[src/rtl/fir_stream_pkg.sv]
// Shared types and the round/saturate helper for the FIR output stream stage.
package fir_stream_pkg;

   typedef enum logic {S_WARMUP, S_RUN} decim_state_t;

   localparam int SAT_CNT_W = 16;

   typedef struct packed {
      logic        sat;
      logic [31:0] val;
   } sat_res_t;

   // x is the sign-extended input word; the sum cannot overflow 32 bits for inputs up to 31 bits wide.
   function automatic sat_res_t sat_round(input logic signed [31:0] x, input int shift, input int out_w);
      logic signed [31:0] t;
      logic signed [31:0] r;
      logic signed [31:0] lim_hi;
      logic signed [31:0] lim_lo;
      sat_res_t           res;
      t      = x + ((shift > 0) ? (32'sd1 <<< (shift - 1)) : 32'sd0);
      r      = t >>> shift;
      lim_hi = (32'sd1 <<< (out_w - 1)) - 32'sd1;
      lim_lo = -(32'sd1 <<< (out_w - 1));
      res.sat = (r > lim_hi) || (r < lim_lo);
      if (r > lim_hi)
         res.val = lim_hi;
      else if (r < lim_lo)
         res.val = lim_lo;
      else
         res.val = r;
      return res;
   endfunction

endpackage

[src/rtl/fir_sync_fifo.sv]
// Synchronous FIFO with registered pointers/level; a push while full is accepted if a pop happens in the same cycle.
module fir_sync_fifo #(
   parameter int DEPTH     = 8,
   parameter int OUT_WIDTH = 12
) (
   input  logic                       clk,
   input  logic                       reset,
   input  logic                       i_push,
   input  logic [OUT_WIDTH-1:0]       i_push_data,
   input  logic                       i_pop,
   output logic [OUT_WIDTH-1:0]       o_head,
   output logic                       o_full,
   output logic                       o_empty,
   output logic [$clog2(DEPTH):0]     o_level
);

   localparam int AW = $clog2(DEPTH);
   localparam int LW = AW + 1;

   logic [OUT_WIDTH-1:0] r_mem [DEPTH];
   logic [AW-1:0]        r_wr_ptr;
   logic [AW-1:0]        r_rd_ptr;
   logic [LW-1:0]        r_level;
   logic                 w_push_ok;
   logic                 w_pop_ok;

   assign o_full    = (r_level == LW'(DEPTH));
   assign o_empty   = (r_level == '0);
   assign o_level   = r_level;
   assign w_pop_ok  = i_pop && !o_empty;
   assign w_push_ok = i_push && (!o_full || w_pop_ok);
   assign o_head    = o_empty ? '0 : r_mem[r_rd_ptr];

   always_ff @(posedge clk) begin
      if (reset) begin
         r_wr_ptr <= '0;
         r_rd_ptr <= '0;
         r_level  <= '0;
      end else begin
         if (w_push_ok)
            r_wr_ptr <= r_wr_ptr + AW'(1);
         if (w_pop_ok)
            r_rd_ptr <= r_rd_ptr + AW'(1);
         case ({w_push_ok, w_pop_ok})
            2'b10:   r_level <= r_level + LW'(1);
            2'b01:   r_level <= r_level - LW'(1);
            default: r_level <= r_level;
         endcase
      end
   end

   always_ff @(posedge clk) begin
      if (w_push_ok)
         r_mem[r_wr_ptr] <= i_push_data;
   end

endmodule

[src/rtl/fir_output_decimator.sv]
// FIR output warm-up discard, runtime decimation, round/saturate and output FIFO.
// Optional saturation event counter enabled by defining FIR_DECIM_SAT_CNT_EN.
//
// state    | meaning
// S_WARMUP | discarding delay-line fill transients
// S_RUN    | decimating; left only on reset
module fir_output_decimator
   import fir_stream_pkg::*;
#(
   parameter int WIDTH     = 16,
   parameter int OUT_WIDTH = 12,
   parameter int SHIFT     = 4,
   parameter int WARMUP    = 53,
   parameter int DECIM_MAX = 16,
   parameter int DEPTH     = 8
) (
   input  logic                          clk,
   input  logic                          reset,
   input  logic                          in_valid,
   input  logic signed [WIDTH-1:0]       in_data,
   input  logic [$clog2(DECIM_MAX):0]    decim_factor,
   output logic                          out_valid,
   input  logic                          out_ready,
   output logic [OUT_WIDTH-1:0]          out_data,
   output logic [$clog2(DEPTH):0]        fifo_level,
   output logic                          overflow,
   output logic [SAT_CNT_W-1:0]          sat_count
);

   localparam int PW = $clog2(DECIM_MAX) + 1;
   localparam int CW = $clog2(WARMUP);
   localparam logic [CW-1:0] WARM_LAST = CW'(WARMUP - 2);
   localparam logic [PW-1:0] ONE       = PW'(1);

   decim_state_t          r_state;
   logic [CW-1:0]         r_warm_cnt;
   logic [PW-1:0]         r_ph;
   logic [PW-1:0]         r_d;
   logic [PW-1:0]         w_d_new;
   logic                  r_in_vld;
   logic signed [WIDTH-1:0] r_in_data;
   logic                  r_q_vld;
   logic [OUT_WIDTH-1:0]  r_q_data;
   logic                  r_overflow;
   sat_res_t              w_res;
   logic                  w_full;
   logic                  w_empty;
   logic                  w_pop;
   logic                  w_unused_bits;

   assign w_d_new = (decim_factor == '0) ? ONE : decim_factor;

   always_ff @(posedge clk) begin
      if (reset) begin
         r_state    <= S_WARMUP;
         r_warm_cnt <= '0;
         r_ph       <= '0;
         r_d        <= ONE;
         r_in_vld   <= 1'b0;
         r_in_data  <= '0;
      end else begin
         r_in_vld <= 1'b0;
         if (in_valid) begin
            r_in_data <= in_data;
            case (r_state)
               S_WARMUP: begin
                  if (r_warm_cnt == WARM_LAST) begin
                     r_state <= S_RUN;
                     r_ph    <= '0;
                     r_d     <= w_d_new;
                  end else begin
                     r_warm_cnt <= r_warm_cnt + CW'(1);
                  end
               end
               S_RUN: begin
                  r_in_vld <= (r_ph == '0);
                  // New factor only takes effect at a period boundary.
                  if (r_ph == (r_d - ONE)) begin
                     r_ph <= '0;
                     r_d  <= w_d_new;
                  end else begin
                     r_ph <= r_ph + ONE;
                  end
               end
               default: r_state <= S_WARMUP;
            endcase
         end
      end
   end

   assign w_res = sat_round(32'(r_in_data), SHIFT, OUT_WIDTH);
   assign w_unused_bits = ^{w_res.val[31:OUT_WIDTH], w_res.sat};

   always_ff @(posedge clk) begin
      if (reset) begin
         r_q_vld    <= 1'b0;
         r_q_data   <= '0;
         r_overflow <= 1'b0;
      end else begin
         r_q_vld  <= r_in_vld;
         r_q_data <= w_res.val[OUT_WIDTH-1:0];
         if (r_q_vld && w_full && !w_pop)
            r_overflow <= 1'b1;
      end
   end

`ifdef FIR_DECIM_SAT_CNT_EN
   logic [SAT_CNT_W-1:0] r_sat_cnt;

   always_ff @(posedge clk) begin
      if (reset)
         r_sat_cnt <= '0;
      else if (r_in_vld && w_res.sat && (r_sat_cnt != '1))
         r_sat_cnt <= r_sat_cnt + SAT_CNT_W'(1);
   end

   assign sat_count = r_sat_cnt;
`else
   assign sat_count = '0;
`endif

   assign w_pop     = !w_empty && out_ready;
   assign out_valid = !w_empty;
   assign overflow  = r_overflow;

   fir_sync_fifo #(
      .DEPTH     (DEPTH),
      .OUT_WIDTH (OUT_WIDTH)
   ) u_fifo (
      .clk         (clk),
      .reset       (reset),
      .i_push      (r_q_vld),
      .i_push_data (r_q_data),
      .i_pop       (w_pop),
      .o_head      (out_data),
      .o_full      (w_full),
      .o_empty     (w_empty),
      .o_level     (fifo_level)
   );

endmodule

[config.mk]
export PLATFORM = sky130hd
export DESIGN_NAME = fir_output_decimator
export DESIGN_NICKNAME = d
export VERILOG_FILES = /design/src/rtl/fir_stream_pkg.sv /design/src/rtl/fir_sync_fifo.sv /design/src/rtl/fir_output_decimator.sv
export SDC_FILE = /design/constraint.sdc
export NUM_CORES = 1
export LEC_CHECK = 0
export ABC_AREA = 0
export CAP_MARGIN = 10
export CORE_UTILIZATION = 38
export CTS_BUF_LIST = sky130_fd_sc_hd__clkbuf_8
export DETAILED_ROUTE_END_ITERATION = 16
export GPL_ROUTABILITY_DRIVEN = 1
export PLACE_DENSITY = 0.61
export SYNTH_ARGS = -nofsm -noshare
export SYNTH_HDL_FRONTEND = slang
export SYNTH_HIERARCHICAL = 1
export SYNTH_SLANG_ARGS = --single-unit
[constraint.sdc]
create_clock -name clk -period 3.9 [get_ports clk]
set_input_delay 0.78 -clock clk [delete_from_list [all_inputs] [get_ports clk]]
set_output_delay 0.78 -clock clk [all_outputs]
set_load 0.02 [all_outputs]
* Word-level counts from Yosys, hierarchy flattened
Memories as Yosys holds them, arrays and structs flattened. A register that Yosys moved wholly into a read port is not among the register bits.
Cells that the tools add are included.
** Cells by class
- Add/subtract/negate cells :: 8
- $lt $le $gt $ge :: 2
- Equality and inequality tests :: 7
- Multiplexer cells :: 17
- Bitwise operators :: 3
- Reduce and logical (&&, ||, !) cells :: 18
** Operator list (number)
- 5-bit two-way mux :: 5
- 12-bit two-way mux :: 2
- 5-bit case mux with 2 select lines :: 2
- 16-bit by 5-bit adder with 17-bit output, second input constant :: 1
- 13-bit by 12-bit greater-than comparator with 1-bit output, second input constant :: 1
- 13-bit by 12-bit less-than comparator with 1-bit output, second input constant :: 1
- 11-bit two-way mux :: 1
- 5-bit zero test :: 2
- 4-bit case mux with 2 select lines :: 1
- 3-bit by 1-bit adder with 3-bit output, second input constant :: 2
- 6-bit by 1-bit adder with 6-bit output, second input constant :: 1
- 6-bit equality test, second input constant :: 1
- 3-bit two-way mux :: 2
- 3-bit AND reduction :: 2
- 5-bit by 1-bit adder with 5-bit output, second input constant :: 1
- 5-bit equality test :: 1
- 1-bit logical AND :: 5
- 5-bit by 1-bit subtractor with 5-bit output, second input constant :: 1
- 4-bit by 1-bit adder with 4-bit output, second input constant :: 1
- 4-bit equality test, second input constant :: 1
- 4-bit zero test :: 1
- 1-bit two-way mux :: 4
- 4-bit by 1-bit subtractor with 4-bit output, second input constant :: 1
- 1-bit zero test :: 3
- 10 further kinds :: 12
** Word-level totals
- Register bits after elaboration :: 58
- Bits in writable memories :: 96
- Input bits :: 25
- Output and inout bits :: 34
- Logic and storage cells :: 69
- Memories :: 1
** Memories
- u_fifo.r_mem :: depth 8, bits a word 12, rd ports 1, clocked after Yosys merged registers in 1, write ports 1, RTL line fir_sync_fifo.sv:20 : logic [OUT_WIDTH-1:0] r_mem [DEPTH];

* Longest topological paths before layout
- Depth after elaboration :: 8
- Mapped depth :: 12
- Gate-level depth less buffers :: 10

* Modules after synthesis
The synthesis kept the hierarchy.
** By module, submodules not included
- fir_sync_fifo :: times used 1, cells an instance 234, area an instance 4375.4 um^2, seq. area each 3143.0 um^2
- fir_output_decimator :: times used 1, cells an instance 252, area an instance 2259.7 um^2, seq. area each 900.9 um^2

* Worst setup path after synthesis
OpenSTA, ideal clock, no wires.
- Path kind :: register to register
- Start :: reg u_fifo.r_level[0] (netlist: u_fifo/o_level[0])
- End :: mem u_fifo.r_mem[0][0] (enable)
- Library setup time :: 412 ps
- Arrival time :: 2831 ps
- Required time :: 3488 ps
- Path slack :: 656 ps
- Stages on the path, launching flop included :: 8
- Path buffers :: 2
- Period minus slack after synthesis :: 3244 ps
- Cells stage by stage :: dfxtp_1 > buf_2 > nor4_1 > buf_2 > nor2b_1 > nand2b_1 > o21ai_4 > nor4_1
** On the way
- Cells in the longest elaborated chain, start to end :: 8
- Elaborated cells between the ends (all ways) :: 10
- Those cells by class :: eq/ne: 1; mux: 2; reduce/logical: 7
** Ends and longest elaborated chain
- start: declaration :: RTL line fir_sync_fifo.sv:23 : logic [LW-1:0] r_level;
- start signal: assignment :: RTL line fir_sync_fifo.sv:45 : 2'b10: r_level <= r_level + LW'(1);
- start signal: assignment :: RTL line fir_sync_fifo.sv:46 : 2'b01: r_level <= r_level - LW'(1);
- start signal: assignment :: RTL line fir_sync_fifo.sv:47 : default: r_level <= r_level;
- 4-bit zero test :: RTL line fir_sync_fifo.sv:28 : assign o_empty = (r_level == '0);
- net w_empty :: RTL line fir_output_decimator.sv:47 : logic w_empty;
- 1-bit zero test :: RTL line fir_output_decimator.sv:122 : assign w_pop = !w_empty && out_ready;
- 1-bit logical AND :: RTL line fir_output_decimator.sv:122
- net w_pop :: RTL line fir_output_decimator.sv:48 : logic w_pop;
- 1-bit logical AND :: RTL line fir_sync_fifo.sv:30 : assign w_pop_ok = i_pop && !o_empty;
- 1-bit logical OR :: RTL line fir_sync_fifo.sv:31 : assign w_push_ok = i_push && (!o_full || w_pop_ok);
- 1-bit logical AND :: RTL line fir_sync_fifo.sv:31
- 1-bit two-way mux :: RTL line fir_sync_fifo.sv:53 : if (w_push_ok)
- 1-bit two-way mux (not written as such) :: RTL line fir_sync_fifo.sv:54 : r_mem[r_wr_ptr] <= i_push_data;
- end: declaration :: RTL line fir_sync_fifo.sv:20
The timed path passes the listed nets, and every way through them passes these cells.

==> parameters.txt <==
Parameter                              Value

Clocking
  Hold bufs inserted after CTS ... 0
  Clock Sink Count ... between 150 and 200
  H-tree depth reported by CTS ... 4
  Root cell of the clock tree ... sky130_fd_sc_hd__clkbuf_8
  Clock transition at the register clock pins on the worst setup and hold paths after CTS ... about 80 ps
  Clk Latency, worst-skew pair ... 440 ps
  Total clock buffers created by CTS ... 17
  TritonCTS clock tree ... yes
  Maximum root-to-sink buffer count ... 2
  Number of cells upsized or downsized after cts ... 0
  Post-CTS Repair Setup Buffers ... 0

Worst setup path
  Startpoint class of the critical path ... register
  Capture point of the worst reg-to-reg path ... u_fifo/o_level[3]
  Required time at the worst-slack endpoint ... roughly 3100 ps
  WS Path Type ... reg -> out
  Reg2Reg Depth ... 12
  Minimum setup slack among reg-to-reg paths ... roughly 1100 ps
  Endpoint class of the critical path ... output pin
  Startpoint of the most critical register-to-register path ... u_fifo/o_level[0]
  CP Data Arrival Time ... approximately 2600 ps
  Peak fanout along the critical path ... 24

Drt
  Total via count after detailed routing ... 3806
  Count of TritonRoute iterations in the first routing pass ... 4
  Routed Antenna Nets ... 0
  Wire length after detailed routing ... around 12 mm
  First DRT Iteration DRCs ... ~210
  Routed wire length per instance ... 15.44 microns
  DRC Markers ... 0
  Routed via count divided by cell count ... slightly below 5

Layout
  Number of filler instances in the final layout ... between 1500 and 2000
  Number of nets in the finished design ... around 570
  Area Growth Syn to Fin ... 14.75%
  Number of antenna repair diodes ... 0
  Layout cell share with drive strength beyond 1 ... 17.57%

GRT
  Antenna violations before repair ... 0
  GRT Residual Overflow ... 0
  Wire length of the first global-routing pass ... between 15 and 20 mm
  Overall routing resource usage ... 14.09%
  Via count of the first global-routing pass ... roughly 3800
  Pin count of the biggest net entering global routing ... 28

Floorplan
  Row count ... 47
  Initial core utilization ... roughly two fifths
  Die extent in y ... approximately 130 microns
  Core Region ... around 17000 sq um
  Die Outline Area ... roughly 18000 sq um
  X dimension of the die ... between 100 and 150 microns
  Number of top-level pins ... slightly below 60

Timing
  Fraction of the cycle the final worst path needs ... 86.25%
  Max-slew headroom at the worst pin ... 64.93%
  Final count of pins violating max slew ... 0
  Final count of hold timing violations ... 0
  Final setup violation count ... 0
  Final min period ... 3364 ps
  Actual transition at the worst max-transition pin ... around 520 ps
  Maximum clock rate ... 0.2973 GHz
  Setup TNS ... 0 ps
  Setup repair after global routing missed its margin ... no
  Skew final ... about 8.1 ps

Yosys
  Synth unique cells ... 56
  Async SR Flop Fraction ... 0%
  Number of register bits inferred by synthesis ... around 150
  Sequential cell area fraction in the yosys report ... between 60% and 70%
  Count of flip-flops with a built-in enable after synthesis ... 96
  Post-synth top flop ... sky130_fd_sc_hd__edfxtp_1
  Mean cell area of the mapped netlist ... around 14 sq um
  Synth warn ... 6
  Instance count of the mapped netlist ... about 490
  Post-synthesis instance area ... roughly 6600 sq um

Pwr
  Sum of internal, switching and leakage power ... about 2900 uW
  Static leakage power ... ~0.0026 uW
  Max IR drop VDD ... 0.1987 mV
  Total power divided by cell area ... between 300 and 400 nW/um^2

Min path
  Number of instances on the worst hold path ... 1
  Critical hold path startpoint ... r_in_vld
  HP Class ... reg -> reg
  Capture endpoint of the worst hold path ... r_q_vld

Outcome
  Result of the run ... finished clean

Placed design
  Number of I/O port buffers ... 39
  Routability congestion estimate from global placement ... roughly 0.76
  Post-DP HPWL ... approximately 8 mm

Job
  Max-cap violation count ... 0
-- report_power, final --
| part | switching, uW | internal (uW) | leakage (uW) |
|---|---|---|---|
| logic | 49.0 | 39.2 | 0.00106 |
| clock network | 567 | 491 | 0.000180 |
| registers | 22.1 | 1740 | 0.00136 |
| total | 638 | 2270 | 0.00260 |
-- cell type report --
class | count | area (sq um) | area share [%]
sequential | 154 | 4044 | 53.11
multi-input combinational | 297 | 2382 | 31.29
timing repair buffer | 57 | 520.5 | 6.836
tap | 220 | 275.3 | 3.615
clock buffer | 17 | 234.0 | 3.073
clock inverter | 15 | 112.6 | 1.479
inverter | 12 | 45.04 | 0.5916
-- state kept, by name, indices dropped and copies added (netlist names), named ones only --
name             cells
r_q_vld              1
overflow             1
r_q_data            12
r_in_data           13
u_fifo/o_level       4
u_fifo/r_mem        96
r_ph                 5
r_in_vld             1
r_d                  5
r_state              1
r_warm_cnt           6
u_fifo/r_rd_ptr      3
u_fifo/r_wr_ptr      3
-- worst max path at each step --
| stage | from | end | slack [ps] | cells after the start |
|---|---|---|---|---|
| floorplan | u_fifo/o_level[0] | u_fifo/r_mem[0][0] | 660 | 7 |
| global placement | out_ready | u_fifo/o_level[3] | 830 | 11 |
| detailed placement | out_ready | u_fifo/o_level[3] | 710 | 11 |
| CTS | register | out_data[11] | 440 | 5 |
| global route | register | out_data[10] | 370 | 5 |
| finish | register | out_data[10] | 540 | 5 |
-- synthesized netlist by cell type, drive strengths merged, types with 3 or more instances --
master  number  area [sq um]
a21oi       18         138.9
a31oi        3         18.77
buf         31         206.5
clkbuf       7         26.28
dfxtp       58          1161
edfxtp      96          2883
ha           9         112.6
inv         12         45.04
mux2i       34         340.3
mux4        24         540.5
nand2       32         120.1
nand2b       5         31.28
nand3       14         75.07
nand4        7         43.79
nor2        57         214.0
nor2b        3         18.77
nor3        10         55.05
nor4         4         25.02
o31ai        3         27.52
or3          4         40.04
xnor2       12         105.1
xor2        14         122.6
-- layout by cell type (no fill, tap or decap), types with 5 or more instances in the layout --
cell                              count
sky130_fd_sc_hd__nand2b_1             5
sky130_fd_sc_hd__nor2_1              57
sky130_fd_sc_hd__clkdlybuf4s50_1     38
sky130_fd_sc_hd__inv_1               15
sky130_fd_sc_hd__clkbuf_8            17
sky130_fd_sc_hd__a21oi_2             10
sky130_fd_sc_hd__nand2_1             32
sky130_fd_sc_hd__dfxtp_1             58
sky130_fd_sc_hd__nand4_1              7
sky130_fd_sc_hd__mux4_2              24
sky130_fd_sc_hd__nor3_1               9
sky130_fd_sc_hd__buf_4               18
sky130_fd_sc_hd__conb_1              16
sky130_fd_sc_hd__mux2i_1             34
sky130_fd_sc_hd__a21oi_1              7
sky130_fd_sc_hd__ha_1                 9
sky130_fd_sc_hd__xnor2_1             12
sky130_fd_sc_hd__xor2_1              14
sky130_fd_sc_hd__edfxtp_1            96
sky130_fd_sc_hd__nand3_1             13
-- metal layers --
metal / track usage [%] / up-vias / wire length [microns]
met3: 3.401 / 14 / 521
met2: 22.94 / 82 / 5760
li1: - / 1856 / -
met4: 5.368 / 0 / 163
met5: 0 / - / 0
met1: 18.21 / 1854 / 5474
-- per-stage QoR --
stage / instance area (sq um) / setup WS [ps] / instances / hold WS [ps] / util (%)
2_1_floorplan: 6691 / 656.5 / 501 / 413.8 / -
4_1_cts: 7614 / 436.7 / 772 / 467.1 / 45.27
5_1_grt: 7614 / 373.9 / 772 / 479.4 / 45.27
3_5_place_dp: 7267 / 713.3 / 740 / 452.9 / 43.21
3_3_place_gp: 7267 / 831.7 / 740 / 427.5 / 43.21
6_report: 7614 / 536.3 / 772 / 457.4 / 45.27
-- worst max-delay path, stage by stage (launching register included) --
cell and delay, ps:
sky130_fd_sc_hd__dfxtp_1 310, sky130_fd_sc_hd__buf_4 400, sky130_fd_sc_hd__mux4_2 560, sky130_fd_sc_hd__mux2i_1 240
sky130_fd_sc_hd__nor2_1 70, sky130_fd_sc_hd__clkdlybuf4s50_1 540
-- cell families (layout without fill, tap and decap cells) --
family                     Yosys count  after routing  share of synthesized area (%)
DFF                                154            154                          60.95
and+or+nand+nor                    146            146                          10.47
muxes                               58             58                          13.28
buffers and inverters               50            101                          4.186
AOI/OAI and AO/OA                   41             41                          5.638
xor gates and xnor gates            26             26                          3.432
adders and majority gates           10             10                          1.999
other                                1             16                        0.05652
No activity file was read; power rests on OpenSTA's default activity.
